$ cat src/rtl/ula_pkg.sv
// ula_pkg: opcodes and FSM states shared by ula_seq and its shifter.
// Build option ULA_FLAGS_EN adds zero/carry flag outputs to ula_seq.
package ula_pkg;

  localparam int ULA_NOT = 0;
  localparam int ULA_AND = 1;
  localparam int ULA_OR  = 2;
  localparam int ULA_XOR = 3;
  localparam int ULA_ADD = 4;
  localparam int ULA_SUB = 5;
  localparam int ULA_SHL = 6;
  localparam int ULA_SHR = 7;

  typedef enum logic [1:0] {
    S_IDLE,
    S_EXEC,
    S_SHIFT,
    S_DONE
  } state_t;

endpackage

$ cat src/rtl/ula_shifter.sv
// ula_shifter: iterative logical shifter, one bit position per clock.
// Build option ULA_FLAGS_EN adds the last-bit-out port.
module ula_shifter #(
  parameter int BITS = 8
) (
  input  logic            clk,
  input  logic            rst_n,
  input  logic            start,
  input  logic            dir,
  input  logic [BITS-1:0] a,
  input  logic [BITS-1:0] amt,
  output logic [BITS-1:0] work,
  output logic            done
`ifdef ULA_FLAGS_EN
  ,
  output logic            last
`endif
);

  localparam int CNT_W = $clog2(BITS + 1);

  logic [CNT_W-1:0] cnt;
  logic [CNT_W-1:0] cnt_ld;

  // Shift amounts at or beyond the width saturate to a full flush.
  always_comb begin
    cnt_ld = amt[CNT_W-1:0];
    if (amt >= BITS'(BITS))
      cnt_ld = CNT_W'(BITS);
  end

  assign done = (cnt == '0);

  // Load on start, then one position per cycle until the count drains.
  always_ff @(posedge clk) begin
    if (!rst_n) begin
      work <= '0;
      cnt  <= '0;
`ifdef ULA_FLAGS_EN
      last <= 1'b0;
`endif
    end else if (start) begin
      work <= a;
      cnt  <= cnt_ld;
`ifdef ULA_FLAGS_EN
      last <= 1'b0;
`endif
    end else if (!done) begin
      cnt  <= cnt - CNT_W'(1);
      work <= dir ? (work >> 1) : (work << 1);
`ifdef ULA_FLAGS_EN
      last <= dir ? work[0] : work[BITS-1];
`endif
    end
  end

endmodule

$ cat src/rtl/ula_seq.sv
// ula_seq: sequential ULA with valid/ready handshakes on both sides.
// Build option ULA_FLAGS_EN adds zero_out/carry_out flag ports.
module ula_seq
  import ula_pkg::*;
#(
  parameter int BITS = 8,
  parameter int OP   = 8
) (
  input  logic            clk_in,
  input  logic            rst_n_in,
  input  logic            valid_in,
  output logic            ready_out,
  input  logic [OP-1:0]   op_in,
  input  logic [BITS-1:0] a_in,
  input  logic [BITS-1:0] b_in,
  output logic            valid_out,
  input  logic            ready_in,
  output logic [BITS-1:0] result_out
`ifdef ULA_FLAGS_EN
  ,
  output logic            zero_out,
  output logic            carry_out
`endif
);

  state_t state, next;

  logic [OP-1:0]   op_q;
  logic [BITS-1:0] a_q, b_q;
  logic [BITS-1:0] alu_res;
  logic [BITS-1:0] sh_work;
  logic            sh_done;
  logic            accept;
  logic            shift_op;
`ifdef ULA_FLAGS_EN
  logic            alu_c;
  logic            alu_z;
  logic            sh_last;
`endif

  assign accept   = valid_in && ready_out;
  assign shift_op = (op_in == OP'(ULA_SHL)) ||
                    (op_in == OP'(ULA_SHR));

  ula_shifter #(.BITS(BITS)) u_shifter (
    .clk   (clk_in),
    .rst_n (rst_n_in),
    .start (accept && shift_op),
    .dir   (op_in == OP'(ULA_SHR)),
    .a     (a_in),
    .amt   (b_in),
    .work  (sh_work),
    .done  (sh_done)
`ifdef ULA_FLAGS_EN
    ,
    .last  (sh_last)
`endif
  );

  // State register.
  always_ff @(posedge clk_in) begin
    if (!rst_n_in)
      state <= S_IDLE;
    else
      state <= next;
  end

  // Next-state and handshake outputs.
  always_comb begin
    next      = state;
    ready_out = 1'b0;
    valid_out = 1'b0;
    unique case (state)
      S_IDLE: begin
        ready_out = 1'b1;
        if (valid_in)
          next = shift_op ? S_SHIFT : S_EXEC;
      end
      S_EXEC:  next = S_DONE;
      S_SHIFT: if (sh_done) next = S_DONE;
      S_DONE: begin
        valid_out = 1'b1;
        if (ready_in)
          next = S_IDLE;
      end
      default: next = S_IDLE;
    endcase
  end

  // Operand capture on handshake.
  always_ff @(posedge clk_in) begin
    if (!rst_n_in) begin
      op_q <= '0;
      a_q  <= '0;
      b_q  <= '0;
    end else if (accept) begin
      op_q <= op_in;
      a_q  <= a_in;
      b_q  <= b_in;
    end
  end

  // Single-cycle ops; reserved codes give zero with clear flags.
  always_comb begin
    alu_res = '0;
`ifdef ULA_FLAGS_EN
    alu_c   = 1'b0;
    alu_z   = 1'b0;
`endif
    case (op_q)
      OP'(ULA_NOT): alu_res = ~b_q;
      OP'(ULA_AND): alu_res = a_q & b_q;
      OP'(ULA_OR):  alu_res = a_q | b_q;
      OP'(ULA_XOR): alu_res = a_q ^ b_q;
`ifdef ULA_FLAGS_EN
      OP'(ULA_ADD): {alu_c, alu_res} = {1'b0, a_q} + {1'b0, b_q};
      OP'(ULA_SUB): {alu_c, alu_res} = {1'b0, a_q} - {1'b0, b_q};
`else
      OP'(ULA_ADD): alu_res = a_q + b_q;
      OP'(ULA_SUB): alu_res = a_q - b_q;
`endif
      default: alu_res = '0;
    endcase
`ifdef ULA_FLAGS_EN
    if (op_q < OP'(ULA_SHL))
      alu_z = (alu_res == '0);
`endif
  end

  // Result and flag registers, held through DONE.
  always_ff @(posedge clk_in) begin
    if (!rst_n_in) begin
      result_out <= '0;
`ifdef ULA_FLAGS_EN
      zero_out   <= 1'b0;
      carry_out  <= 1'b0;
`endif
    end else if (state == S_EXEC) begin
      result_out <= alu_res;
`ifdef ULA_FLAGS_EN
      zero_out   <= alu_z;
      carry_out  <= alu_c;
`endif
    end else if (state == S_SHIFT && sh_done) begin
      result_out <= sh_work;
`ifdef ULA_FLAGS_EN
      zero_out   <= (sh_work == '0);
      carry_out  <= sh_last;
`endif
    end
  end

endmodule

$ cat config.mk
export PLATFORM = sky130hd
export DESIGN_NAME = ula_seq
export DESIGN_NICKNAME = d
export VERILOG_FILES = /design/src/rtl/ula_pkg.sv /design/src/rtl/ula_shifter.sv /design/src/rtl/ula_seq.sv
export SDC_FILE = /design/constraint.sdc
export NUM_CORES = 1
export LEC_CHECK = 0
export CORE_ASPECT_RATIO = 0.5
export CORE_UTILIZATION = 48
export CTS_CLUSTER_SIZE = 28
export DETAILED_ROUTE_END_ITERATION = 16
export GPL_TIMING_DRIVEN = 0
export HOLD_SLACK_MARGIN = 0.15
export PLACE_DENSITY = 0.7
export SETUP_SLACK_MARGIN = 0.15
export SYNTH_ARGS = -nofsm -noshare
export SYNTH_HDL_FRONTEND = slang
export SYNTH_HIERARCHICAL = 1
export SYNTH_SLANG_ARGS = --single-unit
$ cat constraint.sdc
create_clock -name clk_in -period 5.24 [get_ports clk_in]
set_clock_uncertainty 0.1 [all_clocks]
set_input_delay 1.31 -clock clk_in [delete_from_list [all_inputs] [get_ports clk_in]]
set_output_delay 1.31 -clock clk_in [all_outputs]
set_load 0.1 [all_outputs]
==> flow_metrics.tcl <==
set metrics [dict create \
    synth_top_family_by_area "compound AO/OA/AOI/OAI gates" \
    synth_compound_area_frac 0.201 \
    grt_pass1_wl_um 14000 \
    crit_fanout 8 \
    leakage_uw 0.00157 \
    p_sw_uw 998 \
    fill_cells 556 \
    post_cts_resized 0 \
    antenna_cells 0 \
    grt_overflow_total 0 \
    cts_max_path_buffers 2 \
    die_area_um2 7120 \
    postRouteWirelength_um 8610 \
    synth_xor_area_frac 0.0401 \
    p_int_uw 1160 \
    yosysWarnings 6 \
    cp_cell_sequence "clkdlybuf4s50_1 > or4_1 > nor3_2 > and2_1 > clkbuf_1 > mux2_2 > o2111ai_1 > o21ai_2" \
    regToRegStartpoint "op_q[3]" \
    fin_cells 507 \
    viasPerCell 5.68 \
    ys_seq_area_frac 0.284 \
    p_per_area_nw_per_um2 556 \
    initial_core_util 0.515 \
    grt_max_degree 15 \
    synthMuxAreaShare 0.0967 \
    clock-root-buffer "clkbuf_16" \
    layout.nets 477 \
    final-setup-viol-count 0 \
    synth_nets 434 \
    yosys.area.top_type "dfxtp_1" \
    pwr-share-seq 0.250 \
    synthArstFlopShare 0 \
    clk_latency_ns 0.29 \
    cts_buffers 5 \
    worstSetupPathType "input pin to register" \
    syn_area_um2 3250 \
    synth_simple_gate_area_frac 0.182 \
    synth.distinct_cells 57 \
    num_vias 2880 \
    cts.hold.buffers_added 0 \
    max_stage_delay_ns 0.57 \
    p_sw_frac 0.462 \
    crit_family "simple AND/OR/NAND/NOR gates" \
    hold_class "register to register" \
    cap_violations 0 \
    grt_usage 0.259 \
    firstDrtPassIters 5 \
    final_cell_mix "nand2_1, dfxtp_1, inv_1, clkdlybuf4s50_1, ha_1" \
    vdd_ir_drop_max_mv 0.327 \
    synth-edff-count 0 \
    wl_per_cell_um 17.0 \
    dp.cells 499 \
    synth_area_leaders "dfxtp_1, ha_1, nand2_1, a21boi_0, mux4_2" \
    max_freq_ghz 0.275 \
    cp.required_ns 5.31 \
    worst_pin_slew_ns 0.964 \
    portBuffers 36 \
    core_area_um2 6310 \
    status "completed" \
    ioPinCount 38 \
    rows 20 \
    synth-main-ff-cell "dfxtp_1" \
    clkTransAtPathRegs_ns 0.07 \
    drv_slew 0 \
    p_comb_frac 0.585 \
    ant_nets 0 \
    critPathBufInv 2 \
    htree_num_levels 2 \
    cts_tree "yes" \
    end_kind "register" \
    synth-seq-cells 46 \
    startpoint_type "input pin" \
    power.share.clock 0.165 \
    die-height_um 60.2 \
    clkSinkCount 46 \
    drc 0 \
    yosysTopAreaCellShare 0.284 \
    final_common_cell "nand2_1" \
    hold_viol 0 \
    drive_gt1_frac 0.117 \
    postSynthAreaPerCell_um2 8.66 \
    post-route-period-util 0.693 \
    min_from "op_q[7]" \
    drtIter0Drc 162 \
    gp_congestion 0.885 \
    rsz0062_at_grt "no" \
    period_needed_ns 3.63 \
    antenna_found_initial 0 \
    fin_tns_setup_ns 0 \
    crit_path_start "op_in[4]" \
    grt_pass1_vias 2860 \
    dp_hpwl_um 6940 \
    crit_arrival_ns 3.70 \
    syn_inst 375 \
    maxSlewHeadroom 0.355 \
    crit_path_top_delay_cell "or4_1" \
    die_w_um 118 \
    synthAdderAreaFrac 0.122 \
    post_cts.repair.setup_buffers 0 \
    area_growth_pct 19.6 \
]
[final cells by class]
cell class	count	area, um2	area share
buffer	20	109	0.0280
inverter	36	135	0.0348
clock buffer	5	125	0.0322
clock inverter	3	40.0	0.0103
timing repair buffer	36	360	0.0928
multi-input combinational	273	2080	0.536
sequential	46	921	0.237
tap	88	110	0.0284
[final timing paths]
| kind | endpoint | slack, ns | cells past startpoint |
|---|---|---|---|
| max | u_shifter/work[3] | 1.61 | 8 |
| min | op_q[7] | 0.40 | 2 |
| max reg2reg | result_out[3] | 2.06 | 12 |
| min reg2reg | op_q[7] | 0.40 | 2 |
[power groups by stage]
stage	Combinational (uW)	Clock (uW)	Sequential (uW)
floorplan	820	0	678
global route	1380	375	550
global placement	1220	0	537
finish	1260	357	540
detailed placement	1250	0	545
CTS	1260	362	537
[routing by layer]
layer / global-route usage / vias to the layer above / share of wire
met5: 0 / - / 0
met4: 0.0641 / 0 / 0.0073
met3: 0.0439 / 6 / 0.056
met2: 0.439 / 80 / 0.44
met1: 0.349 / 1408 / 0.49
li1: - / 1386 / -
[cell families (layout without fill, tap and decap cells)]
family,after synthesis,count (layout)
and+or+nand+nor,119,119
AOI/OAI and AO/OA,89,89
buffers and inverters,56,100
DFF,46,46
adders and majority gates,31,31
muxes,20,20
xor gates and xnor gates,14,14
[stage by stage]
step	util	total power (uW)	hold WS [ns]	cell area (um2)	setup slack, ns
after global placement	0.589	1750	0.372	3720	1.37
after CTS	0.616	2160	0.393	3880	1.62
after floorplan	-	1500	0.343	3250	1.97
after global routing	0.616	2300	0.419	3880	1.42
after detailed placement	0.589	1790	0.385	3720	1.34
final	0.616	2160	0.400	3880	1.61
[synth_stat cells (4+ instances only)]
cell	instances
nand2_1	65
a21boi_0	24
buf_6	4
o2111ai_1	6
ha_1	30
nor2_1	17
dfxtp_1	46
and2_1	7
clkbuf_1	12
or2b_1	5
a31oi_1	7
mux4_2	7
a21oi_1	9
nand2b_1	5
o21ai_2	10
o22ai_1	5
inv_1	36
xnor2_1	11
o21ai_0	9
mux2i_1	4
mux2_2	8
[tightest hold or removal path: cells and delay by family, from the launching register on]
kind	cells	cell delay, ns
simple gates	1	0.06
flops	1	0.32
compound gates	1	0.07
[flip-flops by register name, summed over array words and instances (netlist names)]
register        cells
a_q                 8
b_q                 8
op_q                8
result_out          8
u_shifter/work      8
u_shifter/cnt       4
state               2
Power figures use the tool's default switching activity.
